[src/rtl/step_level_tracker.sv]
// Up/down level tracker: a steps up, b steps down, with saturate/wrap, edge/level stepping and
// post-step holdoff. Optional SLT_PEAK_EN adds a peak-level output.
module step_level_tracker #(
    parameter int unsigned WIDTH     = 4,
    parameter int unsigned MAX_LEVEL = 11,
    parameter int unsigned WRAP      = 0,
    parameter int unsigned EDGE_MODE = 1,
    parameter int unsigned HOLDOFF   = 3
) (
    input  logic             clk,
    input  logic             rst,
    input  logic             a,
    input  logic             b,
    input  logic             clr,
    output logic [WIDTH-1:0] level,
    output logic             at_min,
    output logic             at_max,
    output logic             step_up,
    output logic             step_dn,
    output logic             blocked,
    output logic             wrapped,
    output logic             busy
`ifdef SLT_PEAK_EN
    ,
    output logic [WIDTH-1:0] peak
`endif
);

    localparam logic [WIDTH-1:0] MaxLvl  = WIDTH'(MAX_LEVEL);
    localparam logic [7:0]       HoldCnt = 8'(HOLDOFF);

    typedef enum logic {StReady, StHold} state_e;

    state_e          state_q;
    logic [7:0]      cnt_q;
    logic            up_req, dn_req;
    logic            up_req_q, dn_req_q;
    logic            up_evt, dn_evt;
    logic            at_limit;
    logic [WIDTH-1:0] nxt_level;

    assign up_req = a & ~b;
    assign dn_req = b & ~a;
    assign up_evt = (EDGE_MODE != 0) ? (up_req & ~up_req_q) : up_req;
    assign dn_evt = (EDGE_MODE != 0) ? (dn_req & ~dn_req_q) : dn_req;

    assign at_min = (level == '0);
    assign at_max = (level == MaxLvl);
    assign busy   = (state_q == StHold);

    // Candidate level is computed without ever leaving 0..MAX_LEVEL.
    always_comb begin
        at_limit  = up_evt ? at_max : at_min;
        nxt_level = level;
        if (up_evt) begin
            nxt_level = at_max ? '0 : level + WIDTH'(1);
        end else if (dn_evt) begin
            nxt_level = at_min ? MaxLvl : level - WIDTH'(1);
        end
    end

    always_ff @(posedge clk) begin
        if (rst) begin
            state_q  <= StReady;
            cnt_q    <= '0;
            level    <= '0;
            up_req_q <= 1'b1;
            dn_req_q <= 1'b1;
            step_up  <= 1'b0;
            step_dn  <= 1'b0;
            blocked  <= 1'b0;
            wrapped  <= 1'b0;
`ifdef SLT_PEAK_EN
            peak     <= '0;
`endif
        end else if (clr) begin
            state_q  <= StReady;
            cnt_q    <= '0;
            level    <= '0;
            up_req_q <= up_req;
            dn_req_q <= dn_req;
            step_up  <= 1'b0;
            step_dn  <= 1'b0;
            blocked  <= 1'b0;
            wrapped  <= 1'b0;
`ifdef SLT_PEAK_EN
            peak     <= '0;
`endif
        end else begin
            up_req_q <= up_req;
            dn_req_q <= dn_req;
            step_up  <= 1'b0;
            step_dn  <= 1'b0;
            blocked  <= 1'b0;
            wrapped  <= 1'b0;
            unique case (state_q)
                StReady: begin
                    if (up_evt || dn_evt) begin
                        if (at_limit && (WRAP == 0)) begin
                            blocked <= 1'b1;
                        end else begin
                            level   <= nxt_level;
                            step_up <= up_evt;
                            step_dn <= dn_evt;
                            wrapped <= at_limit;
`ifdef SLT_PEAK_EN
                            if (nxt_level > peak) peak <= nxt_level;
`endif
                            if (HOLDOFF != 0) begin
                                state_q <= StHold;
                                cnt_q   <= HoldCnt;
                            end
                        end
                    end
                end
                StHold: begin
                    // Events arriving here are dropped, not queued.
                    cnt_q <= cnt_q - 8'd1;
                    if (cnt_q <= 8'd1) state_q <= StReady;
                end
                default: state_q <= StReady;
            endcase
        end
    end

endmodule

[config.mk]
export PLATFORM = sky130hd
export DESIGN_NAME = step_level_tracker
export DESIGN_NICKNAME = d
export VERILOG_FILES = /design/src/rtl/step_level_tracker.sv
export SDC_FILE = /design/constraint.sdc
export NUM_CORES = 1
export LEC_CHECK = 0
export BUFFER_PORTS_ARGS = -buffer_cell sky130_fd_sc_hd__buf_2
export CORE_ASPECT_RATIO = 0.7
export CORE_UTILIZATION = 50
export CTS_CLUSTER_SIZE = 8
export DETAILED_ROUTE_END_ITERATION = 10
export HOLD_SLACK_MARGIN = 0.08
export MAX_ROUTING_LAYER = met4
export PLACE_DENSITY = 0.84
export SYNTH_ARGS = -nofsm -noshare
export SYNTH_HDL_FRONTEND = slang
export SYNTH_SLANG_ARGS = --single-unit
[constraint.sdc]
create_clock -name clk -period 3.7 [get_ports clk]
set_input_delay 0 -clock clk [delete_from_list [all_inputs] [get_ports clk]]
set_output_delay 0 -clock clk [all_outputs]
set_load 0.05 [all_outputs]
==> impl_metrics.toml, run 1 <==
[run_status]
outcome = "finished clean"

[placed_design]
portBuffers = 14
pre_cts_slack_ns = 2.003
post_dp_cell_area_um2 = 1042
routabilityCongestion = 0.8338
place_hpwl_um = 1469

[sta]
timing.slew.headroom_pct = 56.22
finalSetupViolCount = 0
rsz0062_at_grt = "false"
setup_slack_ns = 1.929
hold_viol = 0
finalCriticalPeriod_ns = 1.771
max_freq_ghz = 0.5647
tightest_slew_ns = 0.6539
finalCritPeriodShare_pct = 47.86
drv_slew = 0
tns_ns = 0
skew_ns = 0.007119

[floorplan]
die_w_um = 55.75
core_area_um2 = 1887
rows = 13
io_pins = 16
dieArea_um2 = 2209
die_height_um = 39.62
start_util_pct = 53.58

[final_layout]
multi_input_area_um2 = 558.0
finish.instance_area_um2 = 1105
final_net_count = 139
seqCellArea_um2 = 360.3
drive_above_1_share_pct = 21.09
fin_util_pct = 58.55
fillers = 181
area_growth_pct = 9.282
diodes = 0

[logic_synthesis]
synth.net_count = 124
synth-seq-cells = 18
synth_common_cells = "18 x dfxtp_1, 10 x a21oi_1, 8 x o21ai_0"
synth_cell_types = 41
syn_inst = 115
synth_top_flop_cell = "dfxtp_1"
synthesis.area_um2 = 1011
synth_edf_count = 0
syn_area_per_cell_um2 = 8.791
synthMostInstantiatedCell = "dfxtp_1"
yosysSeqAreaShare_pct = 35.64
netlist.area_leader.share_pct = 35.64
ys_async_sr_fraction_pct = 0
synth_top_cell_by_area = "dfxtp_1"
synthTopCellsByArea = "dfxtp_1 36%, a21oi_1 5.0%, ha_1 5.0%"
yosys_warnings = 0

[pwr]
swShare_pct = 26.46
ir_worst_vdd_mv = 0.2543
sequentialPowerShare_pct = 58.6
p_leak_nw = 0.4243
comb_power_share_pct = 12.2
power.density_nw_per_um2 = 309.6
power_switching_mw = 0.09051
internal_power_mw = 0.2515
finalPower_mw = 0.3420
clock_power_share_pct = 29.1

[clock_network]
postCtsSetupRepairBufs = 0
clk_latency_ns = 0.30
cts_tree = "yes"
cts_root_buf = "clkbuf_4"
cts_buffers = 3
clkSlewWorstSetupHoldPaths_ns = 0.10
clock-sinks = 18
htree_levels = 1
clockBufferDepth = 2

[worst_hold_path]
min_path_type = "primary input to register"
hold_start = "b"
min_to = "step_dn$_SDFF_PP0_"
min_path_cells = 3

[routing]
wl_per_cell_um = 13.97
routed_wl_um = 2096
drtPass1Iterations = 4
initialDrtViolationCount = 65
final_antenna_net_count = 0
vias_per_cell = 5.900
drc_errors = 0
via_count = 885

[global_routing]
grt_max_degree = 17
grt_pass1_vias = 717
antenna_found_initial = 0
grt_overflow = 0
grtUsageTotal_pct = 21.00
grt_pass1_wl_um = 3291

[critical_path]
crit_path_max_fanout = 8
critPathLaunchType = "primary input"
reg2reg_slack_ns = 1.97
r2r-start = "level[0]$_SDFFE_PP0P_"
cp.arrival_ns = 1.99
crit_path_top_delay_cell = "nor3b_2"
slowest_delay_ns = 0.56
worstPathRequired_ns = 3.92
reg2reg_to = "level[3]$_SDFFE_PP0P_"
path_buf_inv = 2
criticalPathCategory = "primary input to register"
reg2regPathDepth = 6
critPathCaptureType = "register"
crit_start = "a"
cp_cell_sequence = "dlygate4sd3_1 -> buf_2 -> nor3b_2 -> mux2i_1 -> a21oi_1 -> a311oi_1"
cpLargestDelayFamily = "buffers and inverters"

[flow_run]
cap_violations = 0
[cell families after synthesis]
family,Yosys count,share of synthesized area [%]
other,1,0.3709
buffers and inverters,15,9.159
AO/OA/AOI/OAI,31,19.43
multiplexers,3,3.465
AND/OR/NAND/NOR,41,25.25
flip-flops,18,35.64
adder cells (fa/ha/maj),4,4.951
XOR/XNOR,2,1.733
[sequential cells by signal, indices dropped and copies added (netlist names)]
register / flops
level: 4
busy: 1
up_req_q: 1
step_up: 1
cnt_q: 8
dn_req_q: 1
step_dn: 1
blocked: 1
[metrics by stage]
stage / hold slack [ns] / instances
after floorplan: 0.09022 / 115
after global placement: 0.2009 / 143
after detailed placement: 0.2089 / 143
after CTS: 0.1384 / 150
after global routing: 0.1589 / 150
final: 0.1513 / 150
[cell type report]
| class | instances | share of cell area [%] |
|---|---|---|
| repair buffers | 18 | 9.966 |
| multi-input cells | 82 | 50.51 |
| flip-flops and latches | 18 | 32.62 |
| clock buffers | 3 | 2.039 |
| well taps | 22 | 2.492 |
| inverters | 7 | 2.378 |
[tightest hold or removal path, cell delays in order]
cell and delay (ns):
buf_2 0.12, or3b_2 0.23, nor4_1 0.05
[cell usage in the layout, fill, tap and decap left out, types with 2 or more instances in the layout]
cell	instances
or4_1	2
dfxtp_1	18
and3b_1	2
nor4_1	3
clkbuf_4	3
dlygate4sd3_1	4
nand3_1	4
nor3_1	5
buf_2	14
mux2i_1	2
ha_1	4
nor2b_1	2
a21oi_1	10
a21o_2	2
a211oi_1	2
o221ai_1	2
nand2_1	3
or2_2	4
nand2b_1	2
o211ai_1	2
nor2_1	6
or3_1	2
o21ai_0	8
inv_1	7
[repair_timing]
action	4_1_cts	5_1_grt
gates resized for setup	0	0
endpoints found under the hold margin	3	0
hold buffers	4	0
[worst max-delay path by stage]
stage / endpoint / slack [ns] / cells past startpoint
after floorplan: level[3]$_SDFFE_PP0P_ / 0.81 / 6
after global placement: cnt_q[7]$_SDFFE_PP0P_ / 2.04 / 6
after detailed placement: cnt_q[7]$_SDFFE_PP0P_ / 2.00 / 6
after CTS: at_min / 1.96 / 4
after global routing: level[3]$_SDFFE_PP0P_ / 1.78 / 6
final: level[3]$_SDFFE_PP0P_ / 1.93 / 6
[routing by layer]
metal | GRT usage [%] | vias up | wire length [um]
met4 | 10.63 | 0 | 55
met1 | 25.10 | 414 | 968
met2 | 32.53 | 22 | 963
met3 | 6.931 | 8 | 108
met5 | - | - | 0
li1 | - | 441 | -
[power groups by stage]
stage / clock (mW) / combinational, mW / sequential [mW]
after floorplan: 0 / 0.0300 / 0.207
after global placement: 0 / 0.0363 / 0.205
after detailed placement: 0 / 0.0374 / 0.205
after CTS: 0.105 / 0.0409 / 0.201
after global routing: 0.110 / 0.0452 / 0.201
final: 0.0996 / 0.0419 / 0.201
(Power assumes the default switching activity.)
==> inputs of run 2 (changes only) <==
- ABC_AREA: unset -> 1
- clock period: 3.7 -> 1.8 ns (I/O delays scaled with it)
==> impl_metrics.toml, run 2 <==
[run_status]
outcome = "finished clean"

[logic_synthesis]
synthTopCellsByArea = "dfxtp_1 35%, nand2_1 10%, nand3_1 8.2%"
ys_async_sr_fraction_pct = 0
syn_area_per_cell_um2 = 7.008
yosys_warnings = 0
synthesis.area_um2 = 1037
netlist.area_leader.share_pct = 34.74
synth-seq-cells = 18
synth_top_cell_by_area = "dfxtp_1"
synth_top_flop_cell = "dfxtp_1"
yosysSeqAreaShare_pct = 34.74
syn_inst = 148
synth_common_cells = "28 x nand2_1, 18 x dfxtp_1, 18 x nor2_1"
synthMostInstantiatedCell = "nand2_1"
synth.net_count = 157
synth_edf_count = 0
synth_cell_types = 28

[sta]
finalCritPeriodShare_pct = 85.00
skew_ns = 0.004384
rsz0062_at_grt = "false"
finalCriticalPeriod_ns = 1.530
max_freq_ghz = 0.6536
fin_hold_ws_ns = 0.1348
finalSetupViolCount = 0
drv_slew = 0
hold_viol = 0
tns_ns = 0

[pwr]
finalPower_mw = 0.6841
ir_worst_vdd_mv = 0.5303
power.density_nw_per_um2 = 571.9
p_leak_nw = 0.5737

[clock_network]
postCtsSetupRepairBufs = 0
cts_root_buf = "clkbuf_4"
cts_buffers = 3
cts_tree = "yes"
clock-sinks = 18
clockBufferDepth = 2
htree_levels = 1
clk_latency_ns = 0.29
clkSlewWorstSetupHoldPaths_ns = 0.10

[critical_path]
slowest_delay_ns = 0.36
critPathLaunchType = "register"
criticalPathCategory = "register to output port"
worstPathRequired_ns = 1.80
crit_path_top_delay_cell = "dfxtp_2"
crit_path_max_fanout = 6
reg2regPathDepth = 10
cp.arrival_ns = 1.53
critPathCaptureType = "output port"
cp_cell_sequence = "inv_1 -> ha_1 -> nand2_1 -> nor2_2 -> buf_2"

[final_layout]
largestRegisters = "cnt_q: 8 flops, level: 4 flops"
area_growth_pct = 15.32
fin_util_pct = 62.85
final_common_cell = "nand2_1"
multi_input_area_um2 = 580.6
finish.instance_area_um2 = 1196
final_net_count = 179
regMostFlops = "cnt_q"
final_cell_mix = "28 x nand2_1, 17 x inv_1, 17 x nor2_1, 17 x nand3_1, 16 x dfxtp_1"
largest_reg_flops = 8
seqCellArea_um2 = 362.8
diodes = 0
fillers = 167
drive_above_1_share_pct = 20.83

[placed_design]
routabilityCongestion = 0.8947
place_hpwl_um = 1702
post_dp_cell_area_um2 = 1124
portBuffers = 14

[floorplan]
start_util_pct = 54.50
dieArea_um2 = 2264
rows = 13
die_height_um = 40.11
core_area_um2 = 1903
die_w_um = 56.44
io_pins = 16

[global_routing]
antenna_found_initial = 0
grt_pass1_vias = 857
grt_max_degree = 17
grtUsageTotal_pct = 22.67
grt_pass1_wl_um = 3643
grt_overflow = 0

[routing]
drtPass1Iterations = 4
vias_per_cell = 5.405
final_antenna_net_count = 0
wl_per_cell_um = 11.48
routed_wl_um = 2181
via_count = 1027
initialDrtViolationCount = 55
drc_errors = 0

[flow_run]
cap_violations = 0

[worst_hold_path]
min_path_type = "primary input to register"
min_path_cells = 5
## run 2: cell count changes after synthesis, moves of 3 or more
cell | previous run | this run
inv_1 | 7 | 17
nand2_1 | 3 | 28
nor2_1 | 6 | 18
a21oi_1 | 10 | 7
nand3_1 | 4 | 17
nor4_1 | 3 | 0
inv_2 | 0 | 3
nand4_1 | 0 | 6
nand2_2 | 0 | 3
or2_2 | 4 | 0
## run 2: final timing paths
check / from / endpoint / slack, ns
worst min-delay path: clr / level[2]$_SDFFE_PP0P_ / 0.13
worst max register to register: cnt_q[0]$_SDFFE_PP0P_ / cnt_q[6]$_SDFFE_PP0P_ / 0.30
worst max-delay path: level[0]$_SDFFE_PP0P_ / at_min / 0.27
worst min register to register: cnt_q[5]$_SDFFE_PP0P_ / cnt_q[5]$_SDFFE_PP0P_ / 0.51
## run 2: cell type report
cell class	instances	area share (%)
Sequential cell	18	30.33
Inverter	20	6.276
Clock buffer	3	1.883
Tap cell	22	2.301
Timing Repair Buffer	20	10.67
Multi-Input combinational cell	107	48.54
## run 2: kinds of logic (layout without fill, tap and decap cells)
kind of cell | count (synthesis) | in the layout | share of synthesized area [%]
compound gates | 16 | 16 | 8.323
flops | 18 | 18 | 34.74
buf+inv | 23 | 43 | 9.529
simple gates | 84 | 84 | 40.53
fa+ha+maj | 4 | 4 | 4.825
xor+xnor | 2 | 2 | 1.689
other cells | 1 | 1 | 0.3615
## run 2: metal layers
metal	global-route usage (%)	share of wire (%)	up-vias
li1	-	-	524
met1	27.63	49	471
met2	39.71	45	30
met3	6.774	5.1	2
met4	1.829	0.60	0
met5	-	0	-
## run 2: what timing repair did
item	in CTS	in global routing
resized for setup	0	0
hold buffers	5	0
endpoints found under the hold margin	3	0
## run 2: through the flow
stage	setup slack, ns	instances
after floorplan	0.06007	148
after global placement	0.4121	182
after detailed placement	0.3371	182
after CTS	0.2614	190
after global routing	0.1450	190
final	0.2700	190
## run 2: critical path: cells and delay by family, from the launching register on
family	cells	cell delay, ns
AND/OR/NAND/NOR	2	0.22
adder cells (fa/ha/maj)	1	0.25
buffers and inverters	2	0.41
flip-flops	1	0.36
## run 2: where the power goes
| group | switching [mW] | internal (mW) | leakage (nW) | total, mW |
|---|---|---|---|---|
| registers | 0.00402 | 0.404 | 0.147 | 0.408 |
| logic | 0.0528 | 0.0284 | 0.413 | 0.0812 |
| clock network | 0.117 | 0.0779 | 0.0138 | 0.195 |
